--- src/rtl/img_pkg.sv ---
// Shared types and constants for the image write controller.
//   state_e   : frame sequencer states
//   rgb888_t  : one pixel as {r, g, b}, 8 bits each
//   clog2_min1: $clog2 clamped to at least 1 bit for counter widths
package img_pkg;

    localparam int unsigned BMP_HEADER_NUM = 54;
    localparam int unsigned DEFAULT_WIDTH  = 768;
    localparam int unsigned DEFAULT_HEIGHT = 512;

    typedef enum logic [1:0] {
        StIdle,
        StActive,
        StHblank,
        StDone
    } state_e;

    typedef struct packed {
        logic [7:0] r;
        logic [7:0] g;
        logic [7:0] b;
    } rgb888_t;

    function automatic int unsigned clog2_min1(input int unsigned v);
        return (v > 1) ? $clog2(v) : 1;
    endfunction

endpackage

--- src/rtl/image_write_ctrl_if.sv ---
// Pixel-pair stream from the processing pipeline into the write controller.
//   in_valid : upstream pair valid
//   in_ready : controller accepts the pair this cycle
//   in_pix0  : even pixel {r, g, b}
//   in_pix1  : odd pixel {r, g, b}
// master = upstream producer, slave = controller.
interface image_write_ctrl_if;
    import img_pkg::*;

    logic    in_valid;
    logic    in_ready;
    rgb888_t in_pix0;
    rgb888_t in_pix1;

    modport master (output in_valid, output in_pix0, output in_pix1, input in_ready);
    modport slave  (input in_valid, input in_pix0, input in_pix1, output in_ready);

endinterface

--- src/rtl/img_raster_cnt.sv ---
// Column/row raster counters for the image write controller.
//   clk, rst_n : clock, synchronous active-low reset
//   clr        : return both counters to 0
//   adv        : one pixel pair consumed; step column, wrap into next row
//   col_idx    : pair index within the row, 0 .. WIDTH/2-1
//   row_idx    : row index, 0 .. HEIGHT-1
//   col_last   : col_idx is the last pair of the row
//   row_last   : row_idx is the last row of the frame
module img_raster_cnt
    import img_pkg::*;
#(
    parameter int unsigned WIDTH  = DEFAULT_WIDTH,
    parameter int unsigned HEIGHT = DEFAULT_HEIGHT
) (
    input  logic                               clk,
    input  logic                               rst_n,
    input  logic                               clr,
    input  logic                               adv,
    output logic [clog2_min1(WIDTH/2)-1:0]     col_idx,
    output logic [clog2_min1(HEIGHT)-1:0]      row_idx,
    output logic                               col_last,
    output logic                               row_last
);

    localparam int unsigned ColW = clog2_min1(WIDTH / 2);
    localparam int unsigned RowW = clog2_min1(HEIGHT);
    localparam logic [ColW-1:0] ColMax = ColW'(WIDTH / 2 - 1);
    localparam logic [RowW-1:0] RowMax = RowW'(HEIGHT - 1);

    logic [ColW-1:0] col_q;
    logic [RowW-1:0] row_q;

    assign col_last = (col_q == ColMax);
    assign row_last = (row_q == RowMax);
    assign col_idx  = col_q;
    assign row_idx  = row_q;

    always_ff @(posedge clk) begin
        if (!rst_n || clr) begin
            col_q <= '0;
            row_q <= '0;
        end else if (adv) begin
            if (col_last) begin
                col_q <= '0;
                // The last row wraps to 0 so the counter never leaves its range.
                row_q <= row_last ? '0 : row_q + 1'b1;
            end else begin
                col_q <= col_q + 1'b1;
            end
        end
    end

endmodule

--- src/rtl/image_write_ctrl.sv ---
// Frame sequencer in front of the BMP image writer.
// Accepts RGB888 pixel pairs over a valid/ready stream and replays them to the writer as an
// hsync strobe plus six data bytes, one cycle after acceptance, in raster order. Inserts HBLANK
// idle cycles between rows and supports start/abort of a frame.
//   HCLK, HRESETn       : clock, synchronous active-low reset
//   start, abort        : begin a frame (IDLE only) / abandon the current frame
//   pix                 : pixel-pair stream (slave side)
//   hsync               : one pair is valid on DATA_WRITE_*
//   DATA_WRITE_{R,G,B}0 : pixel 0 bytes;  DATA_WRITE_{R,G,B}1 : pixel 1 bytes
//   busy                : high outside IDLE
//   row_idx, col_idx    : row being filled, next pair index within the row
//   frame_done          : one-cycle pulse in the first IDLE cycle after a complete frame
//   frame_sum           : modular byte checksum of the frame
// Optional feature: define IMG_WR_CTRL_SUM_EN to build the frame_sum adder; otherwise frame_sum
// is tied to 0.
module image_write_ctrl
    import img_pkg::*;
#(
    parameter int unsigned WIDTH  = DEFAULT_WIDTH,
    parameter int unsigned HEIGHT = DEFAULT_HEIGHT,
    parameter int unsigned HBLANK = 160
) (
    input  logic                               HCLK,
    input  logic                               HRESETn,
    input  logic                               start,
    input  logic                               abort,
    image_write_ctrl_if.slave                  pix,
    output logic                               hsync,
    output logic [7:0]                         DATA_WRITE_R0,
    output logic [7:0]                         DATA_WRITE_G0,
    output logic [7:0]                         DATA_WRITE_B0,
    output logic [7:0]                         DATA_WRITE_R1,
    output logic [7:0]                         DATA_WRITE_G1,
    output logic [7:0]                         DATA_WRITE_B1,
    output logic                               busy,
    output logic [clog2_min1(HEIGHT)-1:0]      row_idx,
    output logic [clog2_min1(WIDTH/2)-1:0]     col_idx,
    output logic                               frame_done,
    output logic [23:0]                        frame_sum
);

    localparam int unsigned BlankW = clog2_min1(HBLANK + 1);
    localparam logic [BlankW-1:0] BlankLast = BlankW'((HBLANK > 0) ? HBLANK - 1 : 0);

    state_e            state_q, state_d;
    logic [BlankW-1:0] blank_q, blank_d;
    logic              hsync_q;
    logic              done_q;
    rgb888_t           pix0_q, pix1_q;

    logic accept;
    logic abort_hit;
    logic start_ok;
    logic cnt_clr;
    logic col_last;
    logic row_last;

    assign accept    = pix.in_valid & pix.in_ready;
    assign abort_hit = abort & (state_q != StIdle);

    img_raster_cnt #(
        .WIDTH  (WIDTH),
        .HEIGHT (HEIGHT)
    ) u_raster_cnt (
        .clk      (HCLK),
        .rst_n    (HRESETn),
        .clr      (cnt_clr),
        .adv      (accept),
        .col_idx  (col_idx),
        .row_idx  (row_idx),
        .col_last (col_last),
        .row_last (row_last)
    );

    always_comb begin
        state_d      = state_q;
        blank_d      = blank_q;
        pix.in_ready = 1'b0;
        cnt_clr      = 1'b0;
        start_ok     = 1'b0;

        unique case (state_q)
            StIdle: begin
                if (start && !abort) begin
                    state_d  = StActive;
                    cnt_clr  = 1'b1;
                    start_ok = 1'b1;
                end
            end
            StActive: begin
                pix.in_ready = !abort;
                if (pix.in_valid && !abort && col_last) begin
                    if (row_last) begin
                        state_d = StDone;
                    end else if (HBLANK != 0) begin
                        state_d = StHblank;
                        blank_d = '0;
                    end
                end
            end
            StHblank: begin
                if (blank_q == BlankLast) begin
                    state_d = StActive;
                    blank_d = '0;
                end else begin
                    blank_d = blank_q + 1'b1;
                end
            end
            StDone: begin
                state_d = StIdle;
            end
            default: begin
                state_d = StIdle;
            end
        endcase

        if (abort_hit) begin
            state_d = StIdle;
            blank_d = '0;
            cnt_clr = 1'b1;
        end
    end

    always_ff @(posedge HCLK) begin
        if (!HRESETn) begin
            state_q <= StIdle;
            blank_q <= '0;
            hsync_q <= 1'b0;
            done_q  <= 1'b0;
            pix0_q  <= '0;
            pix1_q  <= '0;
        end else begin
            state_q <= state_d;
            blank_q <= blank_d;
            hsync_q <= accept;
            // An aborted DONE cycle must not report a completed frame.
            done_q  <= (state_q == StDone) && !abort;
            if (accept) begin
                pix0_q <= pix.in_pix0;
                pix1_q <= pix.in_pix1;
            end
        end
    end

    assign hsync         = hsync_q;
    assign frame_done    = done_q;
    assign busy          = (state_q != StIdle);
    assign DATA_WRITE_R0 = pix0_q.r;
    assign DATA_WRITE_G0 = pix0_q.g;
    assign DATA_WRITE_B0 = pix0_q.b;
    assign DATA_WRITE_R1 = pix1_q.r;
    assign DATA_WRITE_G1 = pix1_q.g;
    assign DATA_WRITE_B1 = pix1_q.b;

`ifdef IMG_WR_CTRL_SUM_EN
    logic [23:0] sum_q;
    logic [23:0] pair_sum;

    assign pair_sum = 24'(pix.in_pix0.r) + 24'(pix.in_pix0.g) + 24'(pix.in_pix0.b)
                    + 24'(pix.in_pix1.r) + 24'(pix.in_pix1.g) + 24'(pix.in_pix1.b);

    // Holds after frame_done until the next accepted start.
    always_ff @(posedge HCLK) begin
        if (!HRESETn || start_ok || abort_hit) begin
            sum_q <= '0;
        end else if (accept) begin
            sum_q <= sum_q + pair_sum;
        end
    end

    assign frame_sum = sum_q;
`else
    assign frame_sum = '0;
`endif

endmodule
--- src/flat_wrapper.sv ---
// flat-port wrapper written by rule: the top's interface ports become plain ports
module image_write_ctrl_flat import img_pkg::*;
#(
    parameter int unsigned WIDTH  = DEFAULT_WIDTH,
    parameter int unsigned HEIGHT = DEFAULT_HEIGHT,
    parameter int unsigned HBLANK = 160
)
  (HCLK, HRESETn, start, abort, hsync, DATA_WRITE_R0, DATA_WRITE_G0, DATA_WRITE_B0, DATA_WRITE_R1, DATA_WRITE_G1, DATA_WRITE_B1, busy, row_idx, col_idx, frame_done, frame_sum, pix_in_valid, pix_in_pix0, pix_in_pix1, pix_in_ready);
  image_write_ctrl_if pix_i ();
  input  logic HCLK;
  input  logic HRESETn;
  input  logic start;
  input  logic abort;
  output logic hsync;
  output logic [7:0] DATA_WRITE_R0;
  output logic [7:0] DATA_WRITE_G0;
  output logic [7:0] DATA_WRITE_B0;
  output logic [7:0] DATA_WRITE_R1;
  output logic [7:0] DATA_WRITE_G1;
  output logic [7:0] DATA_WRITE_B1;
  output logic busy;
  output logic [clog2_min1(HEIGHT)-1:0] row_idx;
  output logic [clog2_min1(WIDTH/2)-1:0] col_idx;
  output logic frame_done;
  output logic [23:0] frame_sum;
  input wire logic [$bits(pix_i.in_valid)-1:0] pix_in_valid;
  input wire logic [$bits(pix_i.in_pix0)-1:0] pix_in_pix0;
  input wire logic [$bits(pix_i.in_pix1)-1:0] pix_in_pix1;
  output wire logic [$bits(pix_i.in_ready)-1:0] pix_in_ready;
  assign pix_i.in_valid = pix_in_valid;
  assign pix_i.in_pix0 = pix_in_pix0;
  assign pix_i.in_pix1 = pix_in_pix1;
  assign pix_in_ready = pix_i.in_ready;
  image_write_ctrl #(.WIDTH(WIDTH), .HEIGHT(HEIGHT), .HBLANK(HBLANK)) u_core (.HCLK(HCLK), .HRESETn(HRESETn), .start(start), .abort(abort), .pix(pix_i), .hsync(hsync), .DATA_WRITE_R0(DATA_WRITE_R0), .DATA_WRITE_G0(DATA_WRITE_G0), .DATA_WRITE_B0(DATA_WRITE_B0), .DATA_WRITE_R1(DATA_WRITE_R1), .DATA_WRITE_G1(DATA_WRITE_G1), .DATA_WRITE_B1(DATA_WRITE_B1), .busy(busy), .row_idx(row_idx), .col_idx(col_idx), .frame_done(frame_done), .frame_sum(frame_sum));
endmodule
--- config.mk ---
export PLATFORM = sky130hd
export DESIGN_NAME = image_write_ctrl_flat
export DESIGN_NICKNAME = d
export VERILOG_FILES = /design/src/rtl/img_pkg.sv /design/src/rtl/image_write_ctrl_if.sv /design/src/rtl/img_raster_cnt.sv /design/src/rtl/image_write_ctrl.sv /design/src/flat_wrapper.sv
export SDC_FILE = /design/constraint.sdc
export NUM_CORES = 1
export LEC_CHECK = 0
export BUFFER_PORTS_ARGS = -buffer_cell sky130_fd_sc_hd__buf_2
export CELL_PAD_IN_SITES_DETAIL_PLACEMENT = 0
export CELL_PAD_IN_SITES_GLOBAL_PLACEMENT = 1
export CORE_AREA = 2 2 101 103
export CTS_CLUSTER_SIZE = 14
export DETAILED_ROUTE_END_ITERATION = 8
export DIE_AREA = 0 0 103 105
export MAX_ROUTING_LAYER = met4
export PLACE_DENSITY = 0.9
export SETUP_SLACK_MARGIN = 0.4
export SYNTH_ARGS = -nofsm -noshare
export SYNTH_HDL_FRONTEND = slang
export SYNTH_HIERARCHICAL = 1
export SYNTH_SLANG_ARGS = --single-unit
--- constraint.sdc ---
create_clock -name HCLK -period 4.95 [get_ports HCLK]
set_clock_uncertainty 0.15 [all_clocks]
set_input_delay 0 -clock HCLK [delete_from_list [all_inputs] [get_ports HCLK]]
set_output_delay 0 -clock HCLK [all_outputs]
set_load 0.02 [all_outputs]
; Word level (Yosys, flattened, before mapping)
; Index checks and enable logic that the tools add are counted.
[word_totals]
output_inout_bits = 94
in_bits = 53
regBits = 78
[classes]
mux = 15
eq_ne = 10
reduce_logical = 14
add_sub_neg = 3
bitwise = 3
[op_table]
columns = op, n
row1 = 8-bit 2-to-1 mux, 3
row2 = "9-bit by 1-bit adder with 9-bit output, second input constant", 2
row3 = "9-bit == test, second input constant", 2
row4 = 9-bit 2-to-1 mux, 2
row5 = 8-bit one-hot mux with 2 select lines, 1
row6 = "8-bit by 1-bit adder with 8-bit output, second input constant", 1
row7 = "8-bit == test, second input constant", 1
row8 = 2-bit one-hot mux with 4 select lines, 1
row9 = 2-bit 2-to-1 mux, 3
row10 = "2-bit by 1-bit inequality test with 1-bit output, second input constant", 3
row11 = 3-bit AND reduction, 2
row12 = 1-bit 2-to-1 mux, 5
row13 = "2-bit == test, second input constant", 2
row14 = 1-bit logical AND, 4
row15 = 2-bit nonzero test, 2
row16 = 1-bit AND, 2
row17 = "2-bit by 1-bit == test with 1-bit output, second input constant", 1
row18 = 1-bit logical NOT, 2
row19 = 2-bit logical NOT, 1
row20 = "2-bit inequality test, second input constant", 1
row21 = 2-bit AND reduction, 1
row22 = 2-bit OR reduction, 1
row23 = 1-bit logical OR, 1
row24 = 1-bit inverter, 1

; Depth between registers and ports, before layout
[depth]
depth_word = 6
depth_mapped = 9
ltp_nobuf = 9

; Cells and area by module
; The synthesis kept the hierarchy.
[by_module_without_submodules]
columns = mod, instances, seq_area_each_um2, area_each_um2, cells_per_inst
row1 = image_write_ctrl, 1, 1201.2, 2529.9, 300
row2 = img_raster_cnt, 1, 360.3, 893.4, 106

; Worst setup path after synthesis
; No wires, ideal clock.
[synth_timing]
path_kind = reg-to-reg
from = reg u_core.u_raster_cnt.row_q[0] (netlist: u_core/u_raster_cnt/row_idx[0])
to = reg u_core.blank_q[7]
path_buffers = 0
setup_slack_ns = 2.304
setup_time_ns = 0.073
path_stages_with_launch = 10
period_less_slack_ns = 2.646
t_arrival_ns = 2.423
t_required_ns = 4.727
cell_sequence = dfxtp_1 -> ha_1 -> and3_1 -> and3_1 -> and3_1 -> ha_1 -> and4bb_2 -> a21oi_2 -> or4_1 -> a21oi_1
[synth_between]
elab_chain_cells = 3
[synth_rtl]
columns = element, line_no
row1 = "start, declared", img_raster_cnt.sv:31  ; logic [RowW-1:0] row_q;
row2 = "start signal, assigned", img_raster_cnt.sv:46  ; row_q <= row_last ? '0 : row_q + 1'b1;
row3 = 9-bit == test, img_raster_cnt.sv:34  ; assign row_last = (row_q == RowMax);
row4 = named net u_core.row_last, image_write_ctrl.sv:56  ; logic row_last;
row5 = 2-bit inequality test (no line), n/a
row6 = 3-bit AND reduction (no line), n/a
row7 = "end signal, assigned", image_write_ctrl.sv:134  ; blank_q <= blank_d;
row8 = "end, declared", image_write_ctrl.sv:46  ; logic [BlankW-1:0] blank_q, blank_d;
; The timed path passes the listed nets, and every way through them passes these cells.
; A chain may end at the register's enable or synchronous reset.

; Worst setup path after layout
; Same ends and word-level chain as after synthesis.

==> metrics.yaml <==
sta:
  drv_slew: 0
  tns_ns: 0
  finalCriticalPeriod_ns: 2.75
  fmax_mhz: 364
  rsz0062_at_grt: "false"
  slew_headroom_pct: 48.5
  fin_crit_sh_pct: 55.5
  worstMarginPinSlew_ns: 0.772
  setup_violations: 0
  hold_violations: 0
placement:
  numPortBuffers: 122
  dpl.hpwl_mm: 5.55
  gp_congestion: 0.771
  placed_cells: 642
cells_and_area:
  syn_to_final_growth_pct: 38.8
  drive_above_1_share_pct: 25.7
  final_cells: 709
  fill_cells: 963
  diodes: 0
  num-nets-final: 630
yosys:
  yosysWarnings: 6
  async_reset_ff_share_pct: 0
  ys_ff_latch: 78
  synth_most_common_cell: "nand2_1"
  netlist_top_cells_area: "dfxtp_1, nand2_1, a21boi_0, buf_4, a21oi_1"
  synth_edf_count: 0
  netlist_area_um2: 3420
  yosysSeqAreaShare_pct: 45.6
  post_synth.cell_area_avg_um2: 8.43
  netlist_instances: 406
  ys.flop_type: "dfxtp_1"
  synth_cell_types: 42
  synthTopCellsByCount: "nand2_1, dfxtp_1, a21boi_0"
  yosys.area.top_type: "dfxtp_1"
  yosysTopAreaCellShare_pct: 45.6
clock_tree:
  clockRootBuffer: "clkbuf_8"
  clk_pin_slew_worst_paths_ns: 0.08
  clockBufferDepth: 2
  numCtsBuffers: 9
  cts_tree: "done"
  cts.sinks: 78
  postCtsSetupBuffers: 0
  postCtsResizedCells: 0
  cts_htree_levels: 3
  clk_latency_ns: 0.33
  hold_buffers: 52
worst_hold_path:
  hp-class: "in -> reg"
  min_path_cells: 2
  holdCritStartpoint: "HRESETn"
pwr:
  p_clk_share_pct: 38.4
  internal-power_uw: 935
  ir_drop_mv: 0.127
  p_leak_nw: 2.05
  pwr-share-comb_pct: 9.5
  p_seq_share_pct: 52.0
  p_sw_share_pct: 23.6
  powerDensity_nw_per_um2: 258
  power.net_switching_uw: 289
route:
  drt-total-wl_mm: 8.56
  drtIter0Drc: 82
  drt-pass1-iter-count: 4
  dr_total_vias: 3290
  routedWlPerCell_um: 12.1
  drtAntennaViolNets: 0
  via_per_inst: 4.64
  route.detailed.drc: 0
status:
  status: "finished, final reports clean"
die:
  start_util_pct: 35.5
  die_h_um: 105
  die_w_um: 103
  num_rows: 36
  core_area_um2: 9640
  dieArea_um2: 10800
  io_pins: 147
global_routing:
  grt_antenna_before_repair: 0
  grt_pass1_vias: 3035
  grt_max_degree: 57
  grt_pass1_wl_mm: 13.3
  overflow: 0
  grtUsageTotal_pct: 15.5
worst_setup_path:
  worstPathMaxFanout: 9
  crit_arrival_ns: 2.86
  crit_buf_inv: 0
  setup.worst_path.end_class: "register"
  regToRegStartpoint: "u_core/u_raster_cnt/row_idx[0]$_SDFFE_PP0P_"
  crit_family: "simple AND/OR/NAND/NOR gates"
  path_depth: 9
  start_kind: "register"
  crit_path_top_delay_cell: "or4_1"
  setup.worst_path.start: "u_core/u_raster_cnt/row_idx[0]$_SDFFE_PP0P_"
  cpPeakStageDelay_ns: 0.52
  rr_worst_depth: 9
  required_ns: 5.06
  worstSetupPathType: "reg -> reg"
  cp_cell_sequence: "ha_1 > and3_1 > and3_1 > and3_1 > ha_1 > and4bb_2 > a21oi_2 > or4_1 > a21oi_1"
  cp_common_cell: "and3_1"
job:
  cap_violations: 0
-- layout make-up --
class	instances	area (um^2)	share of cell area, %
inverter	3	11.3	0.237
multi-input combinational	304	1670	35.1
sequential	78	1560	32.9
clock inverter	5	58.8	1.24
clock buffer	10	138	2.90
timing repair buffer	176	1150	24.1
tap	133	166	3.50
-- sequential cells by signal, indices dropped and copies added (netlist names) --
name	count
u_core/DATA_WRITE_B0	8
u_core/DATA_WRITE_B1	8
u_core/DATA_WRITE_G0	8
u_core/DATA_WRITE_G1	8
u_core/DATA_WRITE_R0	8
u_core/DATA_WRITE_R1	8
u_core/blank_q	8
u_core/frame_done	1
u_core/hsync	1
u_core/state_q	2
u_core/u_raster_cnt/col_idx	9
u_core/u_raster_cnt/row_idx	9
-- worst paths after layout --
path | endpoint | slack, ns
setup / recovery | u_core/blank_q[7]$_SDFFE_PP0P_ | 2.20
hold / removal | u_core/DATA_WRITE_B0[7]$_SDFFE_PN0P_ | 0.14
setup reg to reg | u_core/blank_q[7]$_SDFFE_PP0P_ | 2.20
hold reg to reg | u_core/DATA_WRITE_R1[3]$_SDFFE_PN0P_ | 0.30
-- cells in the final DEF (no fill, tap or decap), drive strengths merged, types with 7 or more instances in the layout --
cell | netlist | final
clkbuf | 9 | 10
and3 | 7 | 7
nand3 | 8 | 8
dlygate4sd3 | 0 | 52
dfxtp | 78 | 78
a21oi | 19 | 19
nor2 | 15 | 15
nand2 | 111 | 111
o21ai | 11 | 11
buf | 35 | 124
conb | 1 | 24
a21boi | 48 | 48
-- power groups by stage --
stage / Sequential [mW] / Combinational, mW / Clock [mW]
floorplan: 0.659 / 0.0572 / 0
global placement: 0.651 / 0.0843 / 0
detailed placement: 0.651 / 0.0839 / 0
CTS: 0.637 / 0.115 / 0.491
global route: 0.638 / 0.126 / 0.515
finish: 0.637 / 0.117 / 0.470
-- logic make-up after synthesis --
group,after synthesis,share of synthesized area (%)
DFF,78,45.6
buffers and inverters,47,8.15
adders and majority gates,5,1.83
other,1,0.110
AOI/OAI and AO/OA,85,16.5
muxes,1,0.329
xor gates and xnor gates,9,2.30
and+or+nand+nor,180,25.2
-- layer usage --
layer  up-vias  share of wire [%]  global-route usage (%)
met1      1522                 45                    17.8
met5         -                  0                       -
met3        13                6.1                    3.28
li1       1650                  -                       -
met4         0                1.5                    5.92
met2       105                 48                    26.2
-- through the flow --
step	total power [mW]	util [%]	area, um^2	hold slack (ns)	setup WS (ns)
2_1_floorplan	0.716	-	3510	-0.0927	2.30
3_3_place_gp	0.736	41.8	4030	0.0971	2.26
3_5_place_dp	0.735	41.8	4030	0.103	2.22
4_1_cts	1.24	49.3	4750	0.136	2.20
5_1_grt	1.28	49.3	4750	0.182	2.09
6_report	1.22	49.3	4750	0.145	2.20
(Power assumes the default switching activity.)
